### src/rtl/timer_sched.sv
// Four-channel tick timer with a shared prescaler, reload registers, and pending/mask interrupt logic.
// Register bus: addr 0-3 CNT, 4-7 RLD, 8 CTRL, 9 PEND (write-1-to-clear), 10 MASK.
module timer_sched #(
    parameter int CLOCK_FREQUENCY  = 50_000_000,
    parameter int TICKS_PER_SECOND = 1000
) (
    input  logic        clk,
    input  logic        rst,
    input  logic        en,
    input  logic        wr_en,
    input  logic [3:0]  addr,
    input  logic [15:0] data_in,
    output logic [15:0] data_out,
    output logic        irq
);
    localparam logic [23:0] COUNT = 24'(CLOCK_FREQUENCY / TICKS_PER_SECOND - 1);

    logic [23:0] presc;
    logic        tick;
    logic        wr;
    logic [15:0] cnt [4];
    logic [15:0] rld [4];
    logic [7:0]  ctrl;
    logic [3:0]  pend;
    logic [3:0]  mask;
    logic [3:0]  pend_set;
    logic [3:0]  pend_clr;

    assign wr   = en & wr_en;
    assign tick = (presc == '0);

    always_ff @(posedge clk) begin
        if (rst || tick) presc <= COUNT;
        else             presc <= presc - 24'd1;
    end

    for (genvar i = 0; i < 4; i++) begin : g_ch
        logic hit;
        logic dec;
        logic expire;

        // A bus write to CNTi wins over that tick's decrement and suppresses its expiry.
        assign hit         = wr && (addr == 4'(i));
        assign dec         = tick && ctrl[i] && (cnt[i] != '0);
        assign expire      = dec && (cnt[i] == 16'd1);
        assign pend_set[i] = expire && !hit;

        always_ff @(posedge clk) begin
            if (rst) begin
                cnt[i] <= '0;
                rld[i] <= '0;
            end else begin
                if (hit)
                    cnt[i] <= data_in;
                else if (expire)
                    cnt[i] <= (ctrl[4+i] && (rld[i] != '0)) ? rld[i] : '0;
                else if (dec)
                    cnt[i] <= cnt[i] - 16'd1;

                if (wr && (addr == 4'(i + 4)))
                    rld[i] <= data_in;
            end
        end
    end

    assign pend_clr = (wr && (addr == 4'd9)) ? data_in[3:0] : '0;

    always_ff @(posedge clk) begin
        if (rst) begin
            ctrl <= '0;
            pend <= '0;
            mask <= '0;
        end else begin
            if (wr && (addr == 4'd8))  ctrl <= data_in[7:0];
            if (wr && (addr == 4'd10)) mask <= data_in[3:0];
            // A same-cycle expiry beats the clear.
            pend <= (pend & ~pend_clr) | pend_set;
        end
    end

    always_comb begin
        data_out = '0;
        if (addr < 4'd4)
            data_out = cnt[addr[1:0]];
        else if (addr < 4'd8)
            data_out = rld[addr[1:0]];
        else begin
            case (addr)
                4'd8:    data_out = {8'h00, ctrl};
                4'd9:    data_out = {12'h000, pend};
                4'd10:   data_out = {12'h000, mask};
                default: data_out = '0;
            endcase
        end
    end

    assign irq = |(pend & mask);

endmodule

### config.mk
export PLATFORM = sky130hd
export DESIGN_NAME = timer_sched
export DESIGN_NICKNAME = d
export VERILOG_FILES = /design/src/rtl/timer_sched.sv
export SDC_FILE = /design/constraint.sdc
export NUM_CORES = 1
export LEC_CHECK = 0
export CAP_MARGIN = 10
export CORE_MARGIN = 5
export CORE_UTILIZATION = 49
export CTS_CLUSTER_SIZE = 30
export DETAILED_ROUTE_END_ITERATION = 6
export PLACE_DENSITY = 0.73
export SLEW_MARGIN = 20
export SYNTH_ARGS = -nofsm -noshare
export SYNTH_HDL_FRONTEND = slang
export SYNTH_SLANG_ARGS = --single-unit
### constraint.sdc
create_clock -name clk -period 3.3 [get_ports clk]
set_input_delay 0.495 -clock clk [delete_from_list [all_inputs] [get_ports clk]]
set_output_delay 0.495 -clock clk [all_outputs]
set_load 0.1 [all_outputs]
==> results of run 1 <==
==> critical path, delay by kind of cell, from the launching register on <==
family                     cells  cell delay, ns
adders and majority gates      1            0.24
buffers and inverters          1            0.12
DFF                            1            0.50
and+or+nand+nor                6            1.98
==> power groups by stage <==
stage / clock, W / combinational [W] / sequential [W]
5_1_grt: 0.00220 / 0.000718 / 0.00251
4_1_cts: 0.00210 / 0.000680 / 0.00249
2_1_floorplan: 0 / 0.000434 / 0.00248
3_3_place_gp: 0 / 0.000670 / 0.00254
3_5_place_dp: 0 / 0.000676 / 0.00254
6_report: 0.00210 / 0.000686 / 0.00250
==> through the flow <==
step                      setup WS, ns  hold slack (ns)
after floorplan                 0.2745           0.3711
after global placement          0.3839           0.3840
after detailed placement        0.3108           0.3829
after CTS                       0.2839           0.3982
after global routing            0.1461           0.4309
final                           0.1965           0.3945
==> path summary, 6_finish.rpt <==
| check | to | slack (ns) | cells past startpoint |
|---|---|---|---|
| min | presc[0]$_SDFF_PP1_ | 0.39 | 1 |
| max reg2reg | cnt[2][0]$_SDFFCE_PN0P_ | 0.20 | 8 |
| max | cnt[2][0]$_SDFFCE_PN0P_ | 0.20 | 8 |
| min reg2reg | presc[0]$_SDFF_PP1_ | 0.39 | 1 |
==> cell type report <==
cell class,instances,area share [%]
multi-input cells,744,44.36
flip-flops and latches,168,39.46
inverters,22,0.7016
well taps,270,2.870
repair buffers,79,7.356
clock buffers,22,4.497
clock inverters,10,0.7548
==> cell usage in the layout (no fill, tap or decap), drive strengths merged, types with 6 or more instances in the layout <==
cell / instances
o21ai: 23
mux4: 32
and3: 13
clkbuf: 22
nand4: 14
nor2b: 9
dfxtp: 40
mux2i: 28
xnor2: 48
a22oi: 12
buf: 58
o22ai: 8
and2: 63
or3: 10
nand2: 82
nor2: 90
a21oi: 96
or4: 6
edfxtp: 128
nand3: 18
xor2: 21
clkdlybuf4s50: 21
ha: 10
nor4: 27
inv: 31
a2bb2oi: 33
nor3: 41
==> per-layer routing <==
layer,routed length [um],up-vias
li1,-,3788
met1,11920,4036
met2,14830,534
met3,3685,87
met4,1230,0
met5,0,-
==> flip-flops by register name, summed over array words and instances (netlist names) <==
| signal | flops |
|---|---|
| cnt | 64 |
| rld | 64 |
| presc | 24 |
| ctrl | 8 |
| mask | 4 |
| pend | 4 |
==> logic make-up (layout without fill, tap and decap cells) <==
group,Yosys count,in the layout,synth area share [%]
multiplexers,60,60,9.912
XOR/XNOR,69,69,5.984
AO/OA/AOI/OAI,205,205,13.03
AND/OR/NAND/NOR,400,400,20.79
flip-flops,168,168,45.99
adder cells (fa/ha/maj),10,10,1.239
buffers and inverters,76,133,3.048
==> results.tsv, run 1 <==
stage	metric	value	unit
status	status	complete, no violations	
detailed_routing	dr.pass1.iters	7	
worst_hold_path	min_from	presc[0]$_SDFF_PP1_	
timing	relSlewSlack	41.23	%
clock_tree	cts-htree-levels	4	
global_route	grt.total_usage	26.65	%
clock_tree	numCtsBuffers	17	
detailed_routing	vias_per_cell	6.422	
detailed_routing	routed_wl	31670	um
critical_path	crit_arrival	3.27	ns
timing	fin_worst_skew	0.01419	ns
power	total_power	0.005285	W
power	p_seq_share	47.4	%
finish	area_growth	16.55	%
global_route	grt_use_met3	7.560	%
global_route	grt_use_met2	41.63	%
timing	rsz0062_at_grt	false	
yosys	netlist_area	10100	um2
timing	fin_tns_setup	0	ns
yosys	synthArstFlopShare	0	%
placed_design	post_dp_cell_area	11150	um2
detailed_routing	postRouteAntennaNets	0	
finish	fin_cells	1315	
yosys	yosys-top-cells-area	edfxtp_1, dfxtp_1, mux4_2	
finish	drive_gt1_share	14.64	%
critical_path	max_stage_delay	0.54	ns
power	p_int	0.003809	W
yosys	avgSynthCellArea	10.22	um2
power	clkPwrFrac	39.7	%
timing	max_slew.worst_pin.slew	0.8701	ns
critical_path	cp_max_fo	9	
global_route	grt_pass1_wl	48470	um
die	die_area	23580	um2
die	ios	41	
die	die_y	153.6	um
yosys	synth_cell_types	63	
finish	multi_input_area	5221	um2
timing	fmax	322.2	MHz
critical_path	endpoint_kind	flip-flop	
clock_tree	cts_setup_buffers	0	
critical_path	worst_path_max_delay_cell	or3b_2	
placed_design	port_buffers	40	
yosys	synth_common_cells	edfxtp_1, a21oi_1, nor2_1	
global_route	grt.met1_usage	35.33	%
power	p_leak	4.149	nW
clock_tree	holdBufCountCts	0	
yosys	synthFlopType	edfxtp_1	
critical_path	worstPathRequired	3.47	ns
finish	seq_area	4644	um2
clock_tree	clockBufferDepth	2	
clock_tree	tritoncts	yes	
timing	hold_violations	0	
global_route	grt.overflow.total	0	
global_route	grt_busiest_layer	met2	
power	comb_power_share	13.0	%
critical_path	path_cells	inv_1, ha_1, or3b_2, nor3_1, nand3_1, and4_1, nor2_1, nor3_1	
yosys	syn_inst	988	
clock_tree	clkLatencyLatePin	0.44	ns
critical_path	cp-startpoint	cnt[2][1]$_SDFFCE_PN0P_	
clock_tree	numClockSinks	168	
placed_design	hpwlAfterDp	23190	um
global_route	antenna_found_initial	0	
run	drv_cap	0	
yosys	yosys_warnings	0	
die	fp.dieW	153.6	um
critical_path	critPathKind	flip-flop to flip-flop	
yosys	ys_seq_area_share	45.99	%
placed_design	place_inst	1283	
timing	finalCritPeriodShare	94.05	%
critical_path	rr_startpoint	cnt[2][1]$_SDFFCE_PN0P_	
power	irDropWorstVdd	0.0003619	V
finish	fill_cells	1658	
global_route	grt_max_degree	34	
yosys	synth_seq_cells	168	
placed_design	place.gp.congestion	0.9763	
detailed_routing	drc	0	
power	power_density	449.0	nW/um2
finish	final_cell_area	11770	um2
clock_tree	cts-resized-gates	0	
finish	nNetsFinal	1066	
detailed_routing	wire_per_inst	24.08	um
yosys	synth_fp_nets	1022	
die	rows	52	
critical_path	start_kind	flip-flop	
die	start_util	49.91	%
clock_tree	clk_pin_slew	0.07	ns
detailed_routing	drt_iter0_markers	1198	
yosys	netlist.area_leader.share	38.06	%
yosys	synth-edff-count	128	
timing	finalCriticalPeriod	3.104	ns
yosys	synth_top_area_cell	edfxtp_1	
clock_tree	cts-root-buf	clkbuf_16	
timing	finalSetupViolations	0	
global_route	first_global_vias	8197	
finish	fin_util	58.17	%
finish	diodes	0	
worst_hold_path	hold_class	flip-flop to flip-flop	
power	p_switching	0.001476	W
detailed_routing	dr_total_vias	8445	
power	swShare	27.93	%
critical_path	critPathMostFrequentCell	nor3_1	
yosys	yosysMostFrequentCell	edfxtp_1	
die	core_region_area	20230	um2
timing	slew_violations	0	
Power figures use the tool's default switching activity.
==> run 2, diff against run 1 <==
--- a/config.mk
+++ b/config.mk
@@ -11,6 +11,7 @@
 export CTS_CLUSTER_SIZE = 30
 export DETAILED_ROUTE_END_ITERATION = 6
 export PLACE_DENSITY = 0.73
+export REMOVE_ABC_BUFFERS = 1
 export SLEW_MARGIN = 20
 export SYNTH_ARGS = -nofsm -noshare
 export SYNTH_HDL_FRONTEND = slang
==> run 2 against run 1 <==
  * Non-clock buffer count is 1 higher
  * Clock-buffer cell count is 4 lower
  * Register-to-register slack better by 0.13 ns
  * Routed wire length is 4.8% lower
  * Utilization is 0.45 points lower
  * Sequential share of layout area is 0.31 points higher
  * Largest cell class unchanged
==> results.tsv, run 2 (synthesized netlist as in run 1, its figures left out) <==
stage	metric	value	unit
status	status	complete, no violations	
critical_path	critPathKind	flip-flop to flip-flop	
detailed_routing	wl_met1	11710	um
die	core_region_area	20230	um2
clock_tree	holdBufCountCts	0	
timing	fmax	336.0	MHz
global_route	grt.overflow.total	0	
clock_tree	clockBufferDepth	2	
clock_tree	numCtsBuffers	17	
clock_tree	cts_setup_buffers	0	
die	start_util	49.91	%
critical_path	start_kind	flip-flop	
clock_tree	cts-htree-levels	4	
finish	nNetsFinal	1067	
detailed_routing	met3WireLength	3334	um
detailed_routing	dr.pass1.iters	5	
clock_tree	tritoncts	yes	
critical_path	worstPathRequired	3.48	ns
finish	final_common_cell	edfxtp_1	
placed_design	port_buffers	40	
placed_design	place_ws	0.3280	ns
finish	largestRegisters	cnt x64, rld x64, presc x24	
global_route	antenna_found_initial	0	
timing	finalCriticalPeriod	2.976	ns
critical_path	endpoint_kind	flip-flop	
clock_tree	clkLatencyLatePin	0.44	ns
global_route	first_global_vias	8084	
detailed_routing	routed.top_layer	met4	
critical_path	cp_max_fo	9	
die	die_area	23580	um2
timing	fin_tns_setup	0	ns
placed_design	hpwlAfterDp	22810	um
clock_tree	cts-root-buf	clkbuf_16	
power	irDropWorstVdd	0.0003714	V
detailed_routing	drt_iter0_markers	786	
timing	slew_violations	0	
power	p_leak	4.126	nW
die	ios	41	
timing	setup_ws	0.3239	ns
clock_tree	cts-resized-gates	0	
timing	finalSetupViolations	0	
detailed_routing	dr_wl_met2	14160	um
timing	max_slew.worst_pin.slew	0.9411	ns
placed_design	place.gp.congestion	1.024	
placed_design	place_inst	1284	
timing	hold_violations	0	
finish	fin_util	57.72	%
power	power_density	440.8	nW/um2
detailed_routing	drc	0	
die	die_y	153.6	um
detailed_routing	wire_per_inst	22.91	um
die	rows	52	
clock_tree	numClockSinks	168	
run	drv_cap	0	
detailed_routing	vias_per_cell	6.348	
timing	fin_worst_skew	0.01254	ns
clock_tree	clk_pin_slew	0.07	ns
critical_path	crit_arrival	3.15	ns
finish	diodes	0	
die	fp.dieW	153.6	um
detailed_routing	routed_wl	30150	um
timing	finalCritPeriodShare	90.18	%
finish	drive_gt1_share	13.29	%
finish	area_growth	15.65	%
finish	fin_cells	1316	
timing	rsz0062_at_grt	false	
global_route	grt.total_usage	25.71	%
finish	fill_cells	1700	
finish	most-common-layout-cells	edfxtp_1, a21oi_1, nor2_1	
timing	relSlewSlack	36.43	%
global_route	grt_pass1_wl	46860	um
detailed_routing	dr_total_vias	8354	
global_route	grt_max_degree	28	
worst_hold_path	hold_class	flip-flop to flip-flop	
detailed_routing	postRouteAntennaNets	0	
run 2: worst paths after layout:
check,depth (start not counted),from,slack [ns],end
min,1,presc[0]$_SDFF_PP1_,0.40,presc[0]$_SDFF_PP1_
max,8,cnt[2][1]$_SDFFCE_PN0P_,0.32,cnt[2][5]$_SDFFCE_PN0P_
max reg2reg,8,cnt[2][1]$_SDFFCE_PN0P_,0.32,cnt[2][5]$_SDFFCE_PN0P_
min reg2reg,1,presc[0]$_SDFF_PP1_,0.40,presc[0]$_SDFF_PP1_
run 2: area by class of cell:
class	count	area (um2)	share of cell area [%]
multi-input cells	744	5151	44.11
repair buffers	80	873.3	7.478
clock inverters	14	150.1	1.286
clock buffers	18	439.2	3.760
inverters	22	82.58	0.7071
well taps	270	337.8	2.893
flip-flops and latches	168	4644	39.77
run 2: where the power goes:
group | internal [W] | leakage, nW | switching [W]
logic | 0.000262 | 2.29 | 0.000398
registers | 0.00237 | 1.54 | 0.000141
clock network | 0.00103 | 0.291 | 0.000945
total | 0.00366 | 4.13 | 0.00148
run 2: stage by stage:
step | power [W] | instance area [um2] | hold slack (ns)
after floorplan | 0.002863 | 9873 | 0.3711
after global placement | 0.003191 | 11090 | 0.3852
after detailed placement | 0.003200 | 11090 | 0.3891
after CTS | 0.005159 | 11680 | 0.4069
after global routing | 0.005319 | 11680 | 0.4441
final | 0.005148 | 11680 | 0.4039
run 2: worst max-delay path, stage by stage, from the launching register on:
cell and delay (ns):
edfxtp_1 0.49, inv_1 0.12, ha_1 0.23, or3b_2 0.55, nor3_1 0.40, nand3_1 0.18
and4_1 0.45, mux2i_1 0.24, nor2_1 0.05
run 2: metal layers:
metal  global-route usage [%]  vias to the layer above
li1                         -                     3783
met1                    34.59                     4004
met2                    40.19                      481
met3                    6.127                       86
met4                    10.72                        0
met5                        0                        -
==> run 3, diff against run 2 <==
--- a/config.mk
+++ b/config.mk
@@ -11,6 +11,7 @@
 export CTS_CLUSTER_SIZE = 30
 export DETAILED_ROUTE_END_ITERATION = 6
 export PLACE_DENSITY = 0.73
+export RECOVER_POWER = 100
 export REMOVE_ABC_BUFFERS = 1
 export SLEW_MARGIN = 20
 export SYNTH_ARGS = -nofsm -noshare
==> run 3 against run 2 <==
  * Global-route usage unchanged
  * Combinational power shrank 5.3%
  * Maximum frequency decreased by 5.7%
  * Critical path depth down 3
  * Via count shrank 0.24%
  * Cell count unchanged
  * Total power decreased by 0.60%
  * Routed wire length is 0.42% higher
  * Largest power group unchanged
==> results.tsv, run 3 (synthesized netlist as in run 1, its figures left out) <==
stage	metric	value	unit
critical_path	crit_arrival	2.66	ns
clock_tree	numClockSinks	168	
worst_hold_path	hold_class	flip-flop to flip-flop	
finish	largestRegisters	cnt x64, rld x64, presc x24	
worst_hold_path	holdPathStages	1	
power	p_leak	4.001	nW
finish	area_growth	13.72	%
placed_design	port_buffers	40	
timing	rsz0062_at_grt	false	
power	power_density	445.6	nW/um2
critical_path	critPathKind	input pin to output pin	
finish	diodes	0	
power	irDropWorstVdd	0.0003706	V
timing	fmax	316.9	MHz
placed_design	place_ws	0.3280	ns
run	drv_cap	0	
clock_tree	clockBufferDepth	2	
critical_path	worstPathRequired	2.80	ns
finish	seq_area	4644	um2
clock_tree	numCtsBuffers	17	
timing	hold_ws	0.4026	ns
finish	fill_cells	1730	
global_route	grt_max_degree	28	
placed_design	post_dp_cell_area	11090	um2
placed_design	hpwlAfterDp	22810	um
timing	setup_ws	0.1440	ns
clock_tree	tritoncts	yes	
detailed_routing	vias_per_cell	6.333	
die	core_region_area	20230	um2
detailed_routing	routed_wl	30280	um
die	ios	41	
timing	fin_tns_setup	0	ns
clock_tree	clk_pin_slew	0.07	ns
clock_tree	cts-root-buf	clkbuf_16	
global_route	antenna_found_initial	0	
clock_tree	clkLatencyLatePin	0.44	ns
detailed_routing	wire_per_inst	23.01	um
die	die_y	153.6	um
status	status	complete, no violations	
timing	fin_worst_skew	0.01286	ns
clock_tree	cts-resized-gates	0	
clock_tree	holdBufCountCts	0	
timing	hold_violations	0	
global_route	first_global_vias	8084	
global_route	grt.overflow.total	0	
timing	finalSetupViolations	0	
critical_path	endpoint_kind	output pin	
detailed_routing	drc	0	
detailed_routing	postRouteAntennaNets	0	
finish	final_cell_area	11480	um2
placed_design	place.gp.congestion	1.024	
clock_tree	cts_setup_buffers	0	
finish	drive_gt1_share	11.47	%
die	rows	52	
detailed_routing	dr_total_vias	8334	
die	fp.dieW	153.6	um
timing	finalCritPeriodShare	95.64	%
global_route	grt.total_usage	25.71	%
finish	final_common_cell	edfxtp_1	
timing	finalCriticalPeriod	3.156	ns
critical_path	start_kind	input pin	
finish	nNetsFinal	1067	
power	total_power	0.005117	W
detailed_routing	drt_iter0_markers	917	
critical_path	cp_max_fo	14	
critical_path	reg2reg_slack	0.20	ns
timing	slew_violations	0	
global_route	grt_pass1_wl	46860	um
critical_path	r2r_cells	7	
timing	max_slew.worst_pin.slew	1.165	ns
timing	relSlewSlack	22.66	%
finish	most-common-layout-cells	edfxtp_1, a21oi_1, nor2_1	
detailed_routing	dr.pass1.iters	5	
clock_tree	cts-htree-levels	4	
die	start_util	49.91	%
finish	multi_input_area	5120	um2
die	die_area	23580	um2
==> run 3: path summary, 6_finish.rpt <==
kind | from | to
setup / recovery | addr[3] | data_out[3]
hold / removal | presc[0]$_SDFF_PP1_ | presc[0]$_SDFF_PP1_
setup reg to reg | cnt[3][12]$_DFFE_PP_ | cnt[3][15]$_DFFE_PP_
hold reg to reg | presc[0]$_SDFF_PP1_ | presc[0]$_SDFF_PP1_
==> run 3: through the flow <==
step	utilization [%]	std cells
floorplan	-	934
global placement	54.80	1284
CTS	57.72	1316
detailed placement	54.80	1284
finish	56.75	1316
global route	56.75	1316
==> run 3: power breakdown <==
part           switching, W  internal [W]
logic              0.000394      0.000231
registers          0.000141       0.00237
clock network      0.000948       0.00103
total               0.00148       0.00363
==> run 3: layout make-up <==
type,count,area share [%]
Clock inverter,14,1.307
Tap cell,270,2.942
Timing Repair Buffer,80,6.178
Clock buffer,18,3.824
Inverter,22,0.7191
Sequential cell,168,40.44
Multi-Input combinational cell,744,44.58
==> run 3: metal layers <==
metal  track usage, %  wire length (um)  vias up
met5                0                 0        -
met4            10.72              1022        0
met3            6.127              3317       94
met2            40.19             14170      470
met1            34.59             11760     3979
li1                 -                 -     3791
==> run 3: worst max-delay path, stage by stage <==
cell and delay, ns:
dlygate4sd3_1 0.62, clkbuf_1 0.29, nand2b_1 0.46, o22ai_1 0.32
buf_2 0.47
